**src/rtl/execute_stage_pkg.sv**
```systemverilog
// Shared types and helpers for the RV32 execute stage: ALU/forwarding codes,
// multiplier FSM states, the EX/MEM payload and the single-cycle ALU.
package execute_stage_pkg;

  localparam int unsigned WORD_SIZE = 32;
  localparam int unsigned REG_W     = 5;

  typedef logic [WORD_SIZE-1:0] word_t;

  typedef enum logic [3:0] {
    ALU_ADD = 4'b0000,
    ALU_SUB = 4'b0001,
    ALU_AND = 4'b0010,
    ALU_OR  = 4'b0011,
    ALU_XOR = 4'b0100,
    ALU_SLT = 4'b0101,
    ALU_SLL = 4'b0110,
    ALU_SRL = 4'b0111,
    ALU_SRA = 4'b1000,
    ALU_MUL = 4'b1001
  } alu_op_e;

  typedef enum logic [1:0] {
    FWD_REG     = 2'b00,
    FWD_WB      = 2'b01,
    FWD_MEM     = 2'b10,
    FWD_REG_ALT = 2'b11
  } fwd_e;

  typedef enum logic [1:0] {
    MUL_IDLE = 2'd0,
    MUL_BUSY = 2'd1,
    MUL_DONE = 2'd2
  } mul_state_e;

  typedef struct packed {
    word_t            alu_result;
    word_t            write_data;
    word_t            pc_plus4;
    logic [REG_W-1:0] rd;
    logic             reg_write;
    logic             mem_write;
    logic [1:0]       result_src;
  } ex_mem_t;

  // Single-cycle ops; MUL and unused codes yield 0 (MUL is sourced from the multiplier).
  function automatic word_t alu_compute(input logic [3:0] op, input word_t a, input word_t b);
    case (op)
      ALU_ADD: return a + b;
      ALU_SUB: return a - b;
      ALU_AND: return a & b;
      ALU_OR:  return a | b;
      ALU_XOR: return a ^ b;
      ALU_SLT: return word_t'($signed(a) < $signed(b));
      ALU_SLL: return a << b[4:0];
      ALU_SRL: return a >> b[4:0];
      ALU_SRA: return word_t'($signed(a) >>> b[4:0]);
      default: return '0;
    endcase
  endfunction

endpackage

```
**src/rtl/execute_stage_if.sv**
```systemverilog
// ID/EX inputs and EX/MEM outputs of the execute stage, plus the fetch
// redirect and stall signals it returns upstream.
interface execute_stage_if;
  import execute_stage_pkg::*;

  word_t            RD1E, RD2E, ImmExtE, PCE, PCPlus4E, ResultW;
  logic [REG_W-1:0] RdE;
  logic             RegWriteE, MemWriteE, ALUSrcE, BranchE, JumpE;
  logic [1:0]       ResultSrcE, ForwardAE, ForwardBE;
  logic [3:0]       ALUControlE;

  word_t            ALUResultM, WriteDataM, PCPlus4M, PCTargetE;
  logic [REG_W-1:0] RdM;
  logic             RegWriteM, MemWriteM, PCSrcE, StallE;
  logic [1:0]       ResultSrcM;

  modport master (
    output RD1E, RD2E, ImmExtE, PCE, PCPlus4E, ResultW, RdE,
           RegWriteE, MemWriteE, ALUSrcE, BranchE, JumpE,
           ResultSrcE, ForwardAE, ForwardBE, ALUControlE,
    input  ALUResultM, WriteDataM, PCPlus4M, PCTargetE, RdM,
           RegWriteM, MemWriteM, PCSrcE, StallE, ResultSrcM
  );

  modport slave (
    input  RD1E, RD2E, ImmExtE, PCE, PCPlus4E, ResultW, RdE,
           RegWriteE, MemWriteE, ALUSrcE, BranchE, JumpE,
           ResultSrcE, ForwardAE, ForwardBE, ALUControlE,
    output ALUResultM, WriteDataM, PCPlus4M, PCTargetE, RdM,
           RegWriteM, MemWriteM, PCSrcE, StallE, ResultSrcM
  );

endinterface

```
**src/rtl/execute_stage_iterative_multiplier.sv**
```systemverilog
// Shift-add multiplier producing the low 32 bits of a*b, WORD_SIZE/MUL_CYCLES
// multiplier bits per cycle; the entry cycle already consumes the first slice.
module execute_stage_iterative_multiplier
  import execute_stage_pkg::*;
#(
  parameter int unsigned MUL_CYCLES = 4
) (
  input  logic  clk,
  input  logic  rst,
  input  logic  start,
  input  word_t a,
  input  word_t b,
  output logic  busy,
  output logic  done,
  output word_t product
);

  localparam int unsigned STEP  = WORD_SIZE / MUL_CYCLES;
  localparam int unsigned CNT_W = 6;

  mul_state_e       state;
  word_t            mcand, mplier;
  logic [CNT_W-1:0] cnt;
  word_t            op_a, op_b, partial, bits, addend;
  logic [CNT_W-1:0] cnt_inc;

  // Sum of the next STEP partial products; operands come straight from the inputs on entry.
  always_comb begin
    op_a    = (state == MUL_IDLE) ? a : mcand;
    op_b    = (state == MUL_IDLE) ? b : mplier;
    partial = '0;
    bits    = op_b;
    addend  = op_a;
    for (int unsigned j = 0; j < STEP; j++) begin
      if (bits[0]) partial = partial + addend;
      bits   = bits >> 1;
      addend = addend << 1;
    end
    cnt_inc = cnt + CNT_W'(1);
  end

  always_ff @(posedge clk or posedge rst) begin
    if (rst) begin
      state   <= MUL_IDLE;
      cnt     <= '0;
      product <= '0;
      mcand   <= '0;
      mplier  <= '0;
      busy    <= 1'b0;
      done    <= 1'b0;
    end else begin
      case (state)
        MUL_IDLE: begin
          if (start) begin
            product <= partial;
            mcand   <= op_a << STEP;
            mplier  <= op_b >> STEP;
            cnt     <= '0;
            if (MUL_CYCLES == 1) begin
              state <= MUL_DONE;
              done  <= 1'b1;
            end else begin
              state <= MUL_BUSY;
              busy  <= 1'b1;
            end
          end
        end
        MUL_BUSY: begin
          product <= product + partial;
          mcand   <= op_a << STEP;
          mplier  <= op_b >> STEP;
          cnt     <= cnt_inc;
          if (cnt_inc == CNT_W'(MUL_CYCLES - 1)) begin
            state <= MUL_DONE;
            busy  <= 1'b0;
            done  <= 1'b1;
          end
        end
        MUL_DONE: begin
          state <= MUL_IDLE;
          done  <= 1'b0;
        end
        default: begin
          state <= MUL_IDLE;
          busy  <= 1'b0;
          done  <= 1'b0;
        end
      endcase
    end
  end

endmodule

```
**src/rtl/execute_stage.sv**
```systemverilog
// RV32 EX stage: operand forwarding, single-cycle ALU, iterative MUL with
// upstream stall, BEQ/JAL resolution and the EX/MEM pipeline register.
module execute_stage
  import execute_stage_pkg::*;
#(
  parameter int unsigned MUL_CYCLES = 4
) (
  input  logic             clk,
  input  logic             rst,
  execute_stage_if.slave   bus
);

  word_t   src_a, src_b, write_data, alu_result, product;
  logic    is_mul, mul_busy, mul_done, idle, stall, zero;
  ex_mem_t ex_mem;

  always_comb begin
    case (bus.ForwardAE)
      FWD_WB:  src_a = bus.ResultW;
      FWD_MEM: src_a = ex_mem.alu_result;
      default: src_a = bus.RD1E;
    endcase
    case (bus.ForwardBE)
      FWD_WB:  write_data = bus.ResultW;
      FWD_MEM: write_data = ex_mem.alu_result;
      default: write_data = bus.RD2E;
    endcase
    src_b = bus.ALUSrcE ? bus.ImmExtE : write_data;
  end

  execute_stage_iterative_multiplier #(.MUL_CYCLES(MUL_CYCLES)) u_mul (
    .clk    (clk),
    .rst    (rst),
    .start  (is_mul),
    .a      (src_a),
    .b      (src_b),
    .busy   (mul_busy),
    .done   (mul_done),
    .product(product)
  );

  // Redirects are suppressed while the multiplier owns the stage.
  always_comb begin
    is_mul     = (bus.ALUControlE == ALU_MUL);
    idle       = ~(mul_busy | mul_done);
    stall      = (is_mul & idle) | mul_busy;
    alu_result = mul_done ? product : alu_compute(bus.ALUControlE, src_a, src_b);
    zero       = (alu_result == '0);
  end

  assign bus.PCSrcE    = idle & (bus.JumpE | (bus.BranchE & zero));
  assign bus.PCTargetE = bus.PCE + bus.ImmExtE;
  assign bus.StallE    = stall;

  // Stalled edges insert a bubble so MEM/WB drain without side effects.
  always_ff @(posedge clk or posedge rst) begin
    if (rst) begin
      ex_mem <= '0;
    end else if (stall) begin
      ex_mem <= '0;
    end else begin
      ex_mem.alu_result <= alu_result;
      ex_mem.write_data <= write_data;
      ex_mem.pc_plus4   <= bus.PCPlus4E;
      ex_mem.rd         <= bus.RdE;
      ex_mem.reg_write  <= bus.RegWriteE;
      ex_mem.mem_write  <= bus.MemWriteE;
      ex_mem.result_src <= bus.ResultSrcE;
    end
  end

  assign bus.ALUResultM = ex_mem.alu_result;
  assign bus.WriteDataM = ex_mem.write_data;
  assign bus.PCPlus4M   = ex_mem.pc_plus4;
  assign bus.RdM        = ex_mem.rd;
  assign bus.RegWriteM  = ex_mem.reg_write;
  assign bus.MemWriteM  = ex_mem.mem_write;
  assign bus.ResultSrcM = ex_mem.result_src;

endmodule

```
**src/flat_wrapper.sv**
```systemverilog
// flat-port wrapper written by rule: the top's interface ports become plain ports
module execute_stage_flat import execute_stage_pkg::*;
#(
  parameter int unsigned MUL_CYCLES = 4
)
  (clk, rst, bus_RD1E, bus_RD2E, bus_ImmExtE, bus_PCE, bus_PCPlus4E, bus_ResultW, bus_RdE, bus_RegWriteE, bus_MemWriteE, bus_ALUSrcE, bus_BranchE, bus_JumpE, bus_ResultSrcE, bus_ForwardAE, bus_ForwardBE, bus_ALUControlE, bus_ALUResultM, bus_WriteDataM, bus_PCPlus4M, bus_PCTargetE, bus_RdM, bus_RegWriteM, bus_MemWriteM, bus_PCSrcE, bus_StallE, bus_ResultSrcM);
  execute_stage_if bus_i ();
  input  logic clk;
  input  logic rst;
  input wire logic [$bits(bus_i.RD1E)-1:0] bus_RD1E;
  input wire logic [$bits(bus_i.RD2E)-1:0] bus_RD2E;
  input wire logic [$bits(bus_i.ImmExtE)-1:0] bus_ImmExtE;
  input wire logic [$bits(bus_i.PCE)-1:0] bus_PCE;
  input wire logic [$bits(bus_i.PCPlus4E)-1:0] bus_PCPlus4E;
  input wire logic [$bits(bus_i.ResultW)-1:0] bus_ResultW;
  input wire logic [$bits(bus_i.RdE)-1:0] bus_RdE;
  input wire logic [$bits(bus_i.RegWriteE)-1:0] bus_RegWriteE;
  input wire logic [$bits(bus_i.MemWriteE)-1:0] bus_MemWriteE;
  input wire logic [$bits(bus_i.ALUSrcE)-1:0] bus_ALUSrcE;
  input wire logic [$bits(bus_i.BranchE)-1:0] bus_BranchE;
  input wire logic [$bits(bus_i.JumpE)-1:0] bus_JumpE;
  input wire logic [$bits(bus_i.ResultSrcE)-1:0] bus_ResultSrcE;
  input wire logic [$bits(bus_i.ForwardAE)-1:0] bus_ForwardAE;
  input wire logic [$bits(bus_i.ForwardBE)-1:0] bus_ForwardBE;
  input wire logic [$bits(bus_i.ALUControlE)-1:0] bus_ALUControlE;
  output wire logic [$bits(bus_i.ALUResultM)-1:0] bus_ALUResultM;
  output wire logic [$bits(bus_i.WriteDataM)-1:0] bus_WriteDataM;
  output wire logic [$bits(bus_i.PCPlus4M)-1:0] bus_PCPlus4M;
  output wire logic [$bits(bus_i.PCTargetE)-1:0] bus_PCTargetE;
  output wire logic [$bits(bus_i.RdM)-1:0] bus_RdM;
  output wire logic [$bits(bus_i.RegWriteM)-1:0] bus_RegWriteM;
  output wire logic [$bits(bus_i.MemWriteM)-1:0] bus_MemWriteM;
  output wire logic [$bits(bus_i.PCSrcE)-1:0] bus_PCSrcE;
  output wire logic [$bits(bus_i.StallE)-1:0] bus_StallE;
  output wire logic [$bits(bus_i.ResultSrcM)-1:0] bus_ResultSrcM;
  assign bus_i.RD1E = bus_RD1E;
  assign bus_i.RD2E = bus_RD2E;
  assign bus_i.ImmExtE = bus_ImmExtE;
  assign bus_i.PCE = bus_PCE;
  assign bus_i.PCPlus4E = bus_PCPlus4E;
  assign bus_i.ResultW = bus_ResultW;
  assign bus_i.RdE = bus_RdE;
  assign bus_i.RegWriteE = bus_RegWriteE;
  assign bus_i.MemWriteE = bus_MemWriteE;
  assign bus_i.ALUSrcE = bus_ALUSrcE;
  assign bus_i.BranchE = bus_BranchE;
  assign bus_i.JumpE = bus_JumpE;
  assign bus_i.ResultSrcE = bus_ResultSrcE;
  assign bus_i.ForwardAE = bus_ForwardAE;
  assign bus_i.ForwardBE = bus_ForwardBE;
  assign bus_i.ALUControlE = bus_ALUControlE;
  assign bus_ALUResultM = bus_i.ALUResultM;
  assign bus_WriteDataM = bus_i.WriteDataM;
  assign bus_PCPlus4M = bus_i.PCPlus4M;
  assign bus_PCTargetE = bus_i.PCTargetE;
  assign bus_RdM = bus_i.RdM;
  assign bus_RegWriteM = bus_i.RegWriteM;
  assign bus_MemWriteM = bus_i.MemWriteM;
  assign bus_PCSrcE = bus_i.PCSrcE;
  assign bus_StallE = bus_i.StallE;
  assign bus_ResultSrcM = bus_i.ResultSrcM;
  execute_stage #(.MUL_CYCLES(MUL_CYCLES)) u_core (.clk(clk), .rst(rst), .bus(bus_i));
endmodule
```
**config.mk**
```make
export PLATFORM = sky130hd
export DESIGN_NAME = execute_stage_flat
export DESIGN_NICKNAME = d
export VERILOG_FILES = /design/src/rtl/execute_stage_pkg.sv /design/src/rtl/execute_stage_if.sv /design/src/rtl/execute_stage_iterative_multiplier.sv /design/src/rtl/execute_stage.sv /design/src/flat_wrapper.sv
export SDC_FILE = /design/constraint.sdc
export NUM_CORES = 2
export LEC_CHECK = 0
export ABC_AREA = 1
export CELL_PAD_IN_SITES_DETAIL_PLACEMENT = 1
export CELL_PAD_IN_SITES_GLOBAL_PLACEMENT = 1
export CORE_ASPECT_RATIO = 0.75
export CORE_UTILIZATION = 37
export CTS_CLUSTER_DIAMETER = 30
export DETAILED_ROUTE_END_ITERATION = 8
export HOLD_SLACK_MARGIN = 0.06
export PLACE_DENSITY = 0.87
export SLEW_MARGIN = 10
export SYNTH_ARGS = -nofsm -noshare
export SYNTH_HDL_FRONTEND = slang
export SYNTH_SLANG_ARGS = --single-unit
```
**constraint.sdc**
```tcl
create_clock -name clk -period 11.3 [get_ports clk]
set_input_delay 2.26 -clock clk [delete_from_list [all_inputs] [get_ports clk]]
set_output_delay 2.26 -clock clk [all_outputs]
set_load 0.02 [all_outputs]
```
==> results.json, run 1 <==
{
  "hpwl_um": 175000,
  "synth_cells": 5212,
  "dp_cells": 7666,
  "synth-simple-area-share_pct": 28.9,
  "cts_made_buffers": 17,
  "ys.flop_type": "dfrtp_1",
  "start_util_pct": 37.6,
  "gr-total-overflow": 13,
  "syn_avg_cell_area_um2": 6.09,
  "die_y_um": 256,
  "yosysWarnings": 0,
  "ys_types": 68,
  "grt_pass1_vias": 66000,
  "firstError": "[ERROR GRT-0116] Global routing finished with congestion. Check the congestion regions in the DRC Viewer.",
  "holdBufCountCts": 0,
  "root_buffer": "clkbuf_16",
  "synth_edf_count": 0,
  "grt_usage_pct": 74.3,
  "num_rows": 92,
  "yosys.area.top_type": "dfrtp_1",
  "synth_top_family_by_area": "simple AND/OR/NAND/NOR gates",
  "syn-num-nets": 5781,
  "grt_max_degree": 83,
  "clockBufferDepth": 2,
  "haltStage": "global routing",
  "synth_xor_area_share_pct": 4.74,
  "synth.most_common_cell": "nand2_1",
  "async_flop_share_pct": 100,
  "synth_common_cells": "1239 x nand2_1, 633 x inv_1, 564 x o21ai_0, 475 x a21oi_1, 446 x nor2_1",
  "synth_top_area_share_pct": 15.4,
  "seq_area_frac_synth_pct": 15.4,
  "yosys-top-cells-area": "dfrtp_1 15%, nand2_1 15%, ha_1 14%",
  "port_buffers": 352,
  "synth_mux_area_share_pct": 0.599,
  "ctsHtreeMaxLevel": 4,
  "clock-sinks": 195,
  "grt_pass1_wl_um": 474000,
  "die_w_um": 340,
  "ioPinCount": 353,
  "status": "aborted with a tool error",
  "place_congestion": 1.23,
  "synth-seq-cells": 195,
  "dpl-instance-area_um2": 45600,
  "netlist_area_um2": 31800,
  "yosys.area_share.adder_pct": 14.2,
  "synth_compound_area_share_pct": 25.8
}
==> layer usage <==
layer	track usage (%)	overflow
met1	72.5	0
met3	62.9	0
met2	89.2	6
met5	37.4	0
met4	73.9	7
==> per-stage QoR <==
stage	util [%]	TNS (ns)	hold WS (ns)	worst slack (ns)
2_1_floorplan	-	-18.08	0.437	-2.20
3_3_place_gp	54.0	-58.81	0.454	-3.89
3_5_place_dp	54.0	-94.09	0.470	-5.56
4_1_cts	59.1	-43.08	0.509	-3.06
==> logic make-up after synthesis <==
group                      count (synthesis)
and+or+nand+nor                         2179
buffers and inverters                    859
DFF                                      195
xor gates and xnor gates                 171
adders and majority gates                355
muxes                                     19
AOI/OAI and AO/OA                       1434
==> what timing repair did <==
item / CTS
setup buffers: 151
cloned: 1
gates resized for setup: 573
setup endpoints to repair: 26
pin swaps: 223
==> inputs of run 2 (changes only) <==
- CELL_PAD_IN_SITES_DETAIL_PLACEMENT: 1 -> unset
- CELL_PAD_IN_SITES_GLOBAL_PLACEMENT: 1 -> unset
- CORE_ASPECT_RATIO: 0.75 -> unset
- CORE_UTILIZATION: 37 -> 40
- CTS_CLUSTER_DIAMETER: 30 -> unset
- HOLD_SLACK_MARGIN: 0.06 -> unset
- PLACE_DENSITY: 0.87 -> unset
- PLACE_DENSITY_LB_ADDON: unset -> 0.15
- clock period: 11.3 -> 14.7 ns (I/O delays scaled with it)
==> run 2 against run 1 <==
  * The run now ends clean
  * Synthesized cell count unchanged
  * Area after synthesis unchanged
==> results.json, run 2 <==
{
  "worstHoldStart": "u_core.u_mul.mcand[22]",
  "vias": 42200,
  "worst_pin_slew_ns": 1.34,
  "cp_data_arrival_time_ns": 14.85,
  "dieArea_um2": 80500,
  "reg2regPathDepth": 92,
  "crit_fanout": 6,
  "yosysWarnings": 0,
  "synth_edf_count": 0,
  "vias_per_cell": 5.60,
  "grt_busiest_layer": "met2",
  "critPathMaxStageDelay_ns": 0.37,
  "antenna_found_initial": 9,
  "holdPathEnd": "u_core.u_mul.mcand[22]",
  "place_congestion": 1.06,
  "num_rows": 102,
  "wl_per_cell_um": 21.6,
  "grt_util_met1_pct": 47.6,
  "clkTransAtPathRegs_ns": 0.09,
  "rr_endpoint": "u_core.u_mul.product[31]",
  "final_cell_mix": "1144 x nand2_1, 1057 x buf_4, 589 x inv_1",
  "async_flop_share_pct": 100,
  "drt_pre_antenna_iters": 6,
  "drt-total-wl_um": 162000,
  "yosys-top-cells-area": "dfrtp_1 15%, nand2_1 15%, ha_1 14%",
  "r2r-start": "u_core.u_mul.state[1]",
  "drt_first_iter_violations": 3937,
  "cts_made_buffers": 17,
  "nets": 7035,
  "hpwl_um": 128000,
  "seq_area_frac_synth_pct": 15.4,
  "grt_usage_pct": 37.9,
  "multi_input_area_um2": 27100,
  "cts_tree": "built",
  "synth-seq-cells": 195,
  "final_hold_viol_count": 0,
  "drv_slew": 0,
  "cp.required_ns": 15.11,
  "route.detailed.drc": 0,
  "clockBufferDepth": 2,
  "netlist_area_um2": 31800,
  "start_util_pct": 40.7,
  "grt_util_met2_pct": 62.4,
  "dp_cells": 7356,
  "dpl-instance-area_um2": 43100,
  "syn_avg_cell_area_um2": 6.09,
  "use_met3_pct": 5.49,
  "syn-num-nets": 5781,
  "synth_top_area_share_pct": 15.4,
  "floorplan.core_area_um2": 78000,
  "path_class": "input port to register",
  "die_w_um": 284,
  "crit_path_top_delay_cell": "a221o_1",
  "ys_types": 68,
  "grt_pass1_vias": 39000,
  "maxCapViolations": 0,
  "rsz0062_at_grt": "yes",
  "ant_nets": 0,
  "filler_cell_count": 7333,
  "port_buffers": 352,
  "syn_to_final_growth_pct": 51.8,
  "fin_crit_ns": 14.44,
  "root_buffer": "clkbuf_16",
  "ioPinCount": 353,
  "grt_pass1_wl_um": 235000,
  "finalInstanceArea_um2": 48200,
  "fmax_mhz": 69.3,
  "clock-sinks": 195,
  "start_kind": "input port",
  "rrSetupSlack_ns": 2.25,
  "grt_max_degree": 89,
  "synth.most_common_cell": "nand2_1",
  "ys.flop_type": "dfrtp_1",
  "synth_common_cells": "1239 x nand2_1, 633 x inv_1, 564 x o21ai_0, 475 x a21oi_1, 446 x nor2_1",
  "status": "complete, no violations",
  "slew_headroom_pct": 9.46,
  "die_y_um": 284,
  "critPathCaptureType": "register",
  "fin_skew_ns": 0.0234,
  "gr-total-overflow": 0,
  "setup_violations": 0,
  "drive_gt1_share_pct": 28.4,
  "yosys.area.top_type": "dfrtp_1",
  "crit_top_cell": "nand2_1",
  "setup_tns_ns": 0,
  "regArea_um2": 4880,
  "layout_commonest_cell": "nand2_1",
  "synth_cells": 5212,
  "ctsHtreeMaxLevel": 4,
  "worstSkewPairLatency_ns": 0.52,
  "fin_crit_sh_pct": 98.2,
  "final_cells": 7524,
  "holdPathStages": 2,
  "hold_class": "register to register"
}
run 2: cell counts after synthesis:
No cell type changed its count.
run 2: cell families (layout without fill, tap and decap cells):
| family | count (synthesis) | in the layout | synth area share, % |
|---|---|---|---|
| fa+ha+maj | 355 | 355 | 14.2 |
| buf+inv | 859 | 2126 | 10.4 |
| compound gates | 1434 | 1434 | 25.8 |
| mux | 19 | 19 | 0.599 |
| other cells | 0 | 5 | 0 |
| xor+xnor | 171 | 171 | 4.74 |
| flops | 195 | 195 | 15.4 |
| simple gates | 2179 | 2179 | 28.9 |
run 2: worst max path at each step:
stage / endpoint / from
after global routing: u_core.u_mul.product[31] / bus_ForwardAE[0]
after detailed placement: u_core.u_mul.product[31] / bus_ForwardAE[0]
after floorplan: u_core.u_mul.product[31] / bus_ForwardBE[0]
after global placement: u_core.u_mul.product[31] / bus_ForwardAE[0]
after CTS: u_core.u_mul.product[31] / bus_ForwardBE[0]
final: u_core.u_mul.product[31] / bus_ForwardAE[0]
run 2: critical path, delay by kind of cell:
family	cells	cell delay [ns]
adder cells (fa/ha/maj)	11	2.80
AO/OA/AOI/OAI	23	3.38
AND/OR/NAND/NOR	39	3.74
XOR/XNOR	3	0.55
buffers and inverters	15	1.39
run 2: through the flow:
stage               utilization (%)  hold WS, ns  setup slack [ns]
floorplan                         -        0.437          0.000903
global placement               55.3        0.450             -1.31
detailed placement             55.3        0.454             -1.57
CTS                            57.8        0.473           -0.0166
global route                   61.8        0.505            -0.378
finish                         61.8        0.481             0.262
run 2: metal layers:
metal	vias to the layer above	part of all wire [%]
met5	-	0.023
met4	6	6.7
met3	442	7.1
met2	1767	46
met1	19900	40
li1	20100	-
run 2: final cells by class:
class                           count  share of cell area [%]
Clock inverter                     15                   0.389
Antenna cell                        5                  0.0260
Clock buffer                       17                   0.883
Sequential cell                   195                    10.1
Multi-Input combinational cell   4158                    56.2
Tap cell                         1040                    2.70
Inverter                          658                    5.16
Timing Repair Buffer             1436                    24.5
run 2: what timing repair did:
action / CTS / global route
buffers inserted: 42 / 89
endpoints found under the setup margin: 10 / 15
hold buffers: 0 / 0
resized for setup: 207 / 579
gates cloned: 0 / 1
pin swaps: 61 / 280
Power of run 2 is not shown: default switching activity piles up to over one toggle a cycle in this logic, so the estimate is an artifact.
